===== src/rtl/riscv_mc_pkg.sv =====
// Shared definitions for the multi-cycle RISC-V controller.
// Holds the state encoding, opcodes, ALU codes and mux select codes.
package riscv_mc_pkg;

    typedef enum logic [3:0] {
        S_FETCH    = 4'd0,
        S_DECODE   = 4'd1,
        S_MEMADR   = 4'd2,
        S_MEMREAD  = 4'd3,
        S_MEMWB    = 4'd4,
        S_MEMWRITE = 4'd5,
        S_EXECR    = 4'd6,
        S_EXECI    = 4'd7,
        S_ALUWB    = 4'd8,
        S_BRANCH   = 4'd9,
        S_JAL      = 4'd10,
        S_EXECJALR = 4'd11,
        S_LUI      = 4'd12,
        S_TRAP     = 4'd13
    } state_t;

    localparam logic [6:0] OP_LW     = 7'b0000011;
    localparam logic [6:0] OP_SW     = 7'b0100011;
    localparam logic [6:0] OP_RTYPE  = 7'b0110011;
    localparam logic [6:0] OP_ITYPE  = 7'b0010011;
    localparam logic [6:0] OP_BRANCH = 7'b1100011;
    localparam logic [6:0] OP_JAL    = 7'b1101111;
    localparam logic [6:0] OP_JALR   = 7'b1100111;
    localparam logic [6:0] OP_LUI    = 7'b0110111;

    localparam logic [2:0] ALU_ADD  = 3'b000;
    localparam logic [2:0] ALU_SUB  = 3'b001;
    localparam logic [2:0] ALU_AND  = 3'b010;
    localparam logic [2:0] ALU_OR   = 3'b011;
    localparam logic [2:0] ALU_XOR  = 3'b100;
    localparam logic [2:0] ALU_SLT  = 3'b101;
    localparam logic [2:0] ALU_SLTU = 3'b110;

    localparam logic [2:0] IMM_I = 3'b000;
    localparam logic [2:0] IMM_S = 3'b001;
    localparam logic [2:0] IMM_B = 3'b010;
    localparam logic [2:0] IMM_J = 3'b011;
    localparam logic [2:0] IMM_U = 3'b100;

    localparam logic [1:0] RES_ALUOUT = 2'b00;
    localparam logic [1:0] RES_DATA   = 2'b01;
    localparam logic [1:0] RES_ALUY   = 2'b10;
    localparam logic [1:0] RES_IMM    = 2'b11;

    localparam logic [1:0] SRCA_PC    = 2'b00;
    localparam logic [1:0] SRCA_OLDPC = 2'b01;
    localparam logic [1:0] SRCA_REGA  = 2'b10;

    localparam logic [1:0] SRCB_REGB  = 2'b00;
    localparam logic [1:0] SRCB_IMM   = 2'b01;
    localparam logic [1:0] SRCB_FOUR  = 2'b10;

    // How the ALU decoder should interpret funct3/funct7_5 in the current state.
    typedef enum logic [1:0] {
        DEC_ADD    = 2'd0,
        DEC_RTYPE  = 2'd1,
        DEC_ITYPE  = 2'd2,
        DEC_BRANCH = 2'd3
    } dec_mode_t;

    function automatic logic [2:0] imm_sel(input logic [6:0] opcode);
        case (opcode)
            OP_SW:     return IMM_S;
            OP_BRANCH: return IMM_B;
            OP_JAL:    return IMM_J;
            OP_LUI:    return IMM_U;
            default:   return IMM_I;
        endcase
    endfunction

endpackage


===== src/rtl/alu_decoder.sv =====
// Combinational funct3/funct7_5 decode into an ALU operation code.
// Only R-type distinguishes sub from add; branches compare with sub or slt.
module alu_decoder
    import riscv_mc_pkg::*;
(
    input  dec_mode_t   mode,
    input  logic [2:0]  funct3,
    input  logic        funct7_5,
    output logic [2:0]  ALUcontrol
);

    always_comb begin
        ALUcontrol = ALU_ADD;
        case (mode)
            DEC_RTYPE, DEC_ITYPE: begin
                case (funct3)
                    3'b000:  ALUcontrol = (mode == DEC_RTYPE && funct7_5) ? ALU_SUB : ALU_ADD;
                    3'b111:  ALUcontrol = ALU_AND;
                    3'b110:  ALUcontrol = ALU_OR;
                    3'b100:  ALUcontrol = ALU_XOR;
                    3'b010:  ALUcontrol = ALU_SLT;
                    3'b011:  ALUcontrol = ALU_SLTU;
                    default: ALUcontrol = ALU_ADD;
                endcase
            end
            DEC_BRANCH: begin
                ALUcontrol = (funct3 == 3'b100 || funct3 == 3'b101) ? ALU_SLT : ALU_SUB;
            end
            default: ALUcontrol = ALU_ADD;
        endcase
    end

endmodule


===== src/rtl/multi_cycle_controller.sv =====
// Moore control FSM for a multi-cycle RISC-V datapath.
// Outputs decode from the state register plus the held instruction fields.
module multi_cycle_controller
    import riscv_mc_pkg::*;
#(
    parameter bit TRAP_ON_ILLEGAL = 1'b1
) (
    input  logic        clk,
    input  logic        rst,
    input  logic [6:0]  opcode,
    input  logic [2:0]  funct3,
    input  logic        funct7_5,
    input  logic        zero,
    output logic        PCWrite,
    output logic        IRWrite,
    output logic        MemWrite,
    output logic        RegWrite,
    output logic        AdrSrc,
    output logic [1:0]  ResultSrc,
    output logic [1:0]  ALUSrcA,
    output logic [1:0]  ALUSrcB,
    output logic [2:0]  ALUcontrol,
    output logic [2:0]  IMMslc,
    output logic        illegal
);

    state_t    state_reg;
    dec_mode_t dec_mode;
    logic      branch_taken;

    always_ff @(posedge clk or posedge rst) begin
        if (rst) begin
            state_reg <= S_FETCH;
        end else begin
            case (state_reg)
                S_FETCH:  state_reg <= S_DECODE;
                S_DECODE: begin
                    case (opcode)
                        OP_LW, OP_SW: state_reg <= S_MEMADR;
                        OP_RTYPE:     state_reg <= S_EXECR;
                        OP_ITYPE:     state_reg <= S_EXECI;
                        OP_BRANCH:    state_reg <= S_BRANCH;
                        OP_JAL:       state_reg <= S_JAL;
                        OP_JALR:      state_reg <= S_EXECJALR;
                        OP_LUI:       state_reg <= S_LUI;
                        default:      state_reg <= S_TRAP;
                    endcase
                end
                S_MEMADR:   state_reg <= (opcode == OP_SW) ? S_MEMWRITE : S_MEMREAD;
                S_MEMREAD:  state_reg <= S_MEMWB;
                S_MEMWB:    state_reg <= S_FETCH;
                S_MEMWRITE: state_reg <= S_FETCH;
                S_EXECR:    state_reg <= S_ALUWB;
                S_EXECI:    state_reg <= S_ALUWB;
                S_ALUWB:    state_reg <= S_FETCH;
                S_BRANCH:   state_reg <= S_FETCH;
                S_EXECJALR: state_reg <= S_JAL;
                S_JAL:      state_reg <= S_ALUWB;
                S_LUI:      state_reg <= S_FETCH;
                S_TRAP:     state_reg <= TRAP_ON_ILLEGAL ? S_TRAP : S_FETCH;
                default:    state_reg <= S_FETCH;
            endcase
        end
    end

    // Branch decision uses the zero flag of the compare issued in this same cycle.
    always_comb begin
        case (funct3)
            3'b000:  branch_taken = zero;
            3'b001:  branch_taken = ~zero;
            3'b100:  branch_taken = ~zero;
            3'b101:  branch_taken = zero;
            default: branch_taken = 1'b0;
        endcase
    end

    always_comb begin
        case (state_reg)
            S_EXECR:  dec_mode = DEC_RTYPE;
            S_EXECI:  dec_mode = DEC_ITYPE;
            S_BRANCH: dec_mode = DEC_BRANCH;
            default:  dec_mode = DEC_ADD;
        endcase
    end

    alu_decoder u_alu_decoder (
        .mode       (dec_mode),
        .funct3     (funct3),
        .funct7_5   (funct7_5),
        .ALUcontrol (ALUcontrol)
    );

    assign IMMslc = imm_sel(opcode);

    always_comb begin
        PCWrite   = 1'b0;
        IRWrite   = 1'b0;
        MemWrite  = 1'b0;
        RegWrite  = 1'b0;
        AdrSrc    = 1'b0;
        ResultSrc = RES_ALUOUT;
        ALUSrcA   = SRCA_PC;
        ALUSrcB   = SRCB_REGB;
        illegal   = 1'b0;
        case (state_reg)
            S_FETCH: begin
                IRWrite   = 1'b1;
                ALUSrcB   = SRCB_FOUR;
                ResultSrc = RES_ALUY;
                PCWrite   = 1'b1;
            end
            S_DECODE: begin
                ALUSrcA = SRCA_OLDPC;
                ALUSrcB = SRCB_IMM;
            end
            S_MEMADR, S_EXECI, S_EXECJALR: begin
                ALUSrcA = SRCA_REGA;
                ALUSrcB = SRCB_IMM;
            end
            S_MEMREAD: AdrSrc = 1'b1;
            S_MEMWB: begin
                ResultSrc = RES_DATA;
                RegWrite  = 1'b1;
            end
            S_MEMWRITE: begin
                AdrSrc   = 1'b1;
                MemWrite = 1'b1;
            end
            S_EXECR:  ALUSrcA = SRCA_REGA;
            S_ALUWB:  RegWrite = 1'b1;
            S_BRANCH: begin
                ALUSrcA = SRCA_REGA;
                PCWrite = branch_taken;
            end
            S_JAL: begin
                ALUSrcA = SRCA_OLDPC;
                ALUSrcB = SRCB_FOUR;
                PCWrite = 1'b1;
            end
            S_LUI: begin
                ResultSrc = RES_IMM;
                RegWrite  = 1'b1;
            end
            S_TRAP:  illegal = 1'b1;
            default: ;
        endcase
    end

endmodule


===== config.mk =====
export PLATFORM = sky130hd
export DESIGN_NAME = multi_cycle_controller
export DESIGN_NICKNAME = d
export VERILOG_FILES = /design/src/rtl/riscv_mc_pkg.sv /design/src/rtl/alu_decoder.sv /design/src/rtl/multi_cycle_controller.sv
export SDC_FILE = /design/constraint.sdc
export NUM_CORES = 1
export LEC_CHECK = 0
export CORE_MARGIN = 3
export CORE_UTILIZATION = 38
export DETAILED_ROUTE_END_ITERATION = 12
export PLACE_DENSITY_LB_ADDON = 0.2
export SLEW_MARGIN = 20
export SYNTH_ARGS = -nofsm -noshare
export SYNTH_HDL_FRONTEND = slang
export SYNTH_HIERARCHICAL = 1
export SYNTH_SLANG_ARGS = --single-unit

===== constraint.sdc =====
create_clock -name clk -period 2.2 [get_ports clk]
set_input_delay 0.55 -clock clk [delete_from_list [all_inputs] [get_ports clk]]
set_output_delay 0.55 -clock clk [all_outputs]
set_load 0.005 [all_outputs]

* Word level (Yosys, flattened, before mapping) *
Index checks and enable logic that the tools add are counted.

storage, ports and cells
  bits in registers = 4

operators by class
  reduce and logical (&&, ||, !) cells = 15
  equality and inequality tests = 31
  muxes and demuxes = 19
  bitwise logic cells = 1

operators with widths
  operator                                       number
  one-hot mux 4 bit (7 select lines)             2
  == test 4 bit, second input constant           6
  == test 7 x 6 -> 1 bit, second input constant  3
  == test 7 bit, second input constant           3
  one-hot mux 3 bit (6 select lines)             1
  == test 4 x 3 -> 1 bit, second input constant  4
  OR reduction 2 bit                             7
  == test 3 bit, second input constant           4
  one-hot mux 2 bit (3 select lines)             2
  one-hot mux 3 bit (4 select lines)             1
  == test 4 x 2 -> 1 bit, second input constant  2
  one-hot mux 2 bit (2 select lines)             2
  == test 7 x 2 -> 1 bit, second input constant  1
  == test 7 x 5 -> 1 bit, second input constant  1
  == test 3 x 2 -> 1 bit, second input constant  2
  two-way mux 1 bit                              6
  two-way mux 3 bit                              2
  one-hot mux 3 bit (2 select lines)             1
  OR reduction 3 bit                             2
  OR reduction 5 bit                             1
  == test 2 bit, second input constant           2
  == test 4 x 1 -> 1 bit, second input constant  1
  zero test 4 bit                                1
  one-hot mux 1 bit (2 select lines)             2
  7 further kinds                                7

* Logic depth before layout (Yosys ltp) *
  word-level depth = 7
  gate-level depth with buffers = 8
  mapped depth without buffers = 7

* Hierarchy *
The synthesis kept the hierarchy.

by module, submodules not included
  module                  times used  cells an instance  seq. area each (sq um)  area each (sq um)
  multi_cycle_controller  1           90                 100.1                   639.4
  alu_decoder             1           15                 0.0                     101.3

* Worst setup path before layout *
No wires, ideal clock.

  path type = register to output
  start = reg state_reg[0]
  end = out ALUcontrol[2]
  slack = -0.178 ns
  cell stages (with the launch flop) = 9
  path buffers = 2
  required time = 1.650 ns
  data arrival time = 1.828 ns
  cell sequence = dfrtp_1 -> clkbuf_2 -> clkbuf_1 -> nand3b_1 -> o22ai_1 -> inv_1 -> ha_1 -> or3b_1 -> o32ai_1

between the ends
  word-level cells in the longest chain between the ends = 5
  elaborated cells between the ends (all ways) = 9

ends and longest elaborated chain
  what                                                     line                          source
  start: declaration                                       multi_cycle_controller.sv:27  state_t state_reg;
  start signal: assignment                                 multi_cycle_controller.sv:49  S_MEMADR: state_reg <= (opcode == OP_SW) ? S_MEMWRITE : S_MEMREAD;
  start signal: assignment                                 multi_cycle_controller.sv:60  S_TRAP: state_reg <= TRAP_ON_ILLEGAL ? S_TRAP : S_FETCH;
  == test 4 bit or == test 4 x 3 -> 1 bit (tied branches)  multi_cycle_controller.sv:78  case (state_reg)
  one-hot mux 2 bit (3 select lines) (*)                   multi_cycle_controller.sv:78
  named net dec_mode[0]                                    multi_cycle_controller.sv:28  dec_mode_t dec_mode;
  == test 2 bit or == test 2 x 1 -> 1 bit (tied branches)  alu_decoder.sv:14             case (mode)
  OR reduction 2 bit                                       alu_decoder.sv:14
  one-hot mux 3 bit (2 select lines) (*)                   alu_decoder.sv:14
  end: declaration                                         multi_cycle_controller.sv:22  output logic [2:0] ALUcontrol,

Mark *: on every way through the listed nets, which the timed path passes. The rest lies on a longest branch.

* Final worst setup path *
  start = reg state_reg[1]
  end = out ALUcontrol[2]

The elaborated chain is that of the path after synthesis.

==> flow_summary.json <==
{
  "synth_fa_ha_area_share_pct": 5.068,
  "timing.final.ws_setup_ns": -0.3215,
  "post-place-cells": 181,
  "core.rowCount": 15,
  "max_freq_ghz": 0.3966,
  "clock-sinks": 4,
  "diodes": 0,
  "dp_hpwl_mm": 1.967,
  "p_leak_nw": 0.6646,
  "wl_per_cell_um": 16.35,
  "place.gp.congestion": 0.7699,
  "ys_seq_area_share_pct": 13.51,
  "hold_buffers": 0,
  "synth_top_family_by_area": "simple AND/OR/NAND/NOR gates",
  "dp_slack_ns": -0.7747,
  "gr-total-overflow": 0,
  "die_y_um": 50.15,
  "grt_pass1_vias": 1042,
  "synth_cell_types": 44,
  "layout.nets": 183,
  "synth_edf_count": 0,
  "io_pins": 32,
  "path_buf_inv": 3,
  "drcViolationCount": 0,
  "die_area_um2": 2515,
  "antenna_found_initial": 0,
  "synth_warnings": 6,
  "vias_per_cell": 5.508,
  "core_area_um2": 1783,
  "cts_tree": "built",
  "hold_class": "input port to asynchronous set/reset pin",
  "path_clk_slew_ns": 0.04,
  "worst-path-max-fanout": 4,
  "status": "finished, violations left",
  "slowest_stage": "dfrtp_1",
  "ff2ff_path_depth": 9,
  "yosys-mux-area-fraction_pct": 1.520,
  "synth_top_flop_cell": "dfrtp_1",
  "r2r-end": "state_reg[3]",
  "cp_slowest_stage_delay_ns": 0.41,
  "avgSynthCellArea_um2": 7.054,
  "initial_core_util_pct": 41.54,
  "synth_xor_area_share_pct": 5.405,
  "num_vias": 1041,
  "fin_cells": 189,
  "critPathLaunchType": "flip-flop",
  "arrival_ns": 1.97,
  "clk_latency_ns": 0.24,
  "track_usage_pct": 24.74,
  "drv_slew": 0,
  "chipWidth_um": 50.15,
  "numCtsBuffers": 3,
  "fin_area_um2": 1446,
  "antenna_left": 0,
  "tightest_slew_ns": 0.3279,
  "htree_num_levels": 1,
  "critPathCaptureType": "primary output",
  "worstPathCellList": "buf_6, nor2b_4, nand2b_1, a21boi_2, inv_2, ha_4, or3b_4, o32ai_2, buf_2",
  "synthesis.area_um2": 740.7,
  "drt_iter0_markers": 28,
  "hold_violations": 0,
  "syn_inst": 105,
  "cts_buffer_depth": 2,
  "fin_crit_ns": 2.522,
  "area_growth_syn_to_layout_pct": 95.27,
  "postSynth.asyncResetShare_pct": 100.0,
  "powerDensity_nw_per_um2": 1018,
  "ys_ff_latch": 4,
  "root_buffer": "clkbuf_4",
  "drive_gt1_share_pct": 51.83,
  "finalSetupViolations": 7,
  "rr_startpoint": "state_reg[1]",
  "crit_required_ns": 1.65,
  "critPathTopFamily": "simple AND/OR/NAND/NOR gates",
  "grt_max_degree": 16,
  "grt_pass1_wl_mm": 4.767,
  "place_area_um2": 1275,
  "finalCritPeriodShare_pct": 114.6,
  "rsz0062_at_grt": "true",
  "io_buffers": 31,
  "synth_compound_area_share_pct": 28.72,
  "fin_skew_ns": 0.005123,
  "dr.pass1.iters": 4,
  "wl_mm": 3.090,
  "drv_cap": 0,
  "largest_register_ffs": 4,
  "synth_simple_gate_area_share_pct": 34.80,
  "worstSetupPathType": "flip-flop to primary output",
  "violations": "setup timing",
  "ir_worst_vdd_mv": 0.6673,
  "ff2ff_setup_slack_ns": 0.44,
  "slew_headroom_pct": 77.97,
  "synth_fp_nets": 122
}
[where the power goes]
| group | switching (W) | internal [W] |
|---|---|---|
| Sequential | 0.0000387 | 0.000105 |
| Clock | 0.0000349 | 0.0000613 |
| Combinational | 0.000589 | 0.000643 |
[placed cells by master (no fill, tap or decap), types with 3 or more instances in the layout]
master            n
inv_1             6
nor2_1            7
and2_1            3
dlygate4sd2_1    15
nor3_1            3
nand2_1           4
ha_4              3
buf_4            24
a21oi_1           6
dfrtp_1           3
buf_6            11
nor2_2            3
clkdlybuf4s50_1   3
nand2b_1          4
clkbuf_4          3
buf_2            10
[Yosys cell counts, types with 2 or more instances]
master	count	area (um^2)
dfrtp_1	4	100.1
inv_1	8	30.03
ha_1	3	37.54
a21boi_0	4	30.03
nand3_1	2	10.01
nand3b_1	2	15.01
nand2b_1	5	31.28
nor3_1	4	20.02
clkbuf_2	3	15.01
and2_1	3	18.77
nor2_1	12	45.04
a211oi_1	3	22.52
xnor2_1	2	17.52
nor2b_1	2	12.51
nand2_1	6	22.52
nor3b_1	2	15.01
o21ai_0	2	10.01
a21oi_1	8	40.04
o311ai_0	2	17.52
clkbuf_1	2	7.510
buf_2	2	10.01
buf_1	2	7.510
[area by class of cell]
class	count	area, um^2
multi-input cells	83	713.2
fillers	124	336.6
inverters	8	30.03
flip-flops and latches	4	101.3
repair buffers	66	548.0
well taps	25	31.28
clock buffers	3	22.52
[routing by layer]
metal | part of all wire, % | track usage [%] | up-vias
met5 | 0 | 0 | -
met4 | 3.5 | 10.14 | 0
met3 | 5.8 | 5.638 | 12
met2 | 52 | 42.61 | 49
met1 | 39 | 29.14 | 486
li1 | - | - | 494
[worst max path at each step]
| stage | startpoint | to | slack [ns] | cells past startpoint |
|---|---|---|---|---|
| after floorplan | state_reg[1] | ALUcontrol[2] | 0.002 | 7 |
| after global placement | funct3[0] | PCWrite | -0.78 | 6 |
| after detailed placement | funct3[0] | PCWrite | -0.77 | 6 |
| after CTS | state_reg[1] | ALUcontrol[2] | -0.32 | 9 |
| after global routing | state_reg[1] | ALUcontrol[2] | -0.42 | 9 |
| final | state_reg[1] | ALUcontrol[2] | -0.32 | 9 |
[what timing repair did]
item,4_1_cts,5_1_grt
buffers inserted,6,2
resized for setup,87,23
pin swaps,8,10
setup endpoints to repair,18,10
[kinds of logic (layout without fill, tap and decap cells)]
family / after synthesis / in the layout
XOR/XNOR: 3 / 3
AO/OA/AOI/OAI: 30 / 30
multiplexers: 1 / 1
adder cells (fa/ha/maj): 3 / 3
buffers and inverters: 18 / 77
AND/OR/NAND/NOR: 46 / 46
flip-flops: 4 / 4
[per-stage QoR]
| stage | util, % | hold slack (ns) | setup TNS, ns | power (W) |
|---|---|---|---|---|
| global placement | 71.51 | 0.6163 | -3.315 | 0.001154 |
| global route | 81.12 | 0.5131 | -1.849 | 0.001589 |
| detailed placement | 71.51 | 0.6279 | -3.527 | 0.001168 |
| CTS | 78.32 | 0.5016 | -0.7432 | 0.001373 |
| finish | 81.12 | 0.4934 | -1.006 | 0.001472 |
| floorplan | - | 0.3161 | 0 | 0.0006887 |
Note: power is estimated with default switching activity, not from simulation.
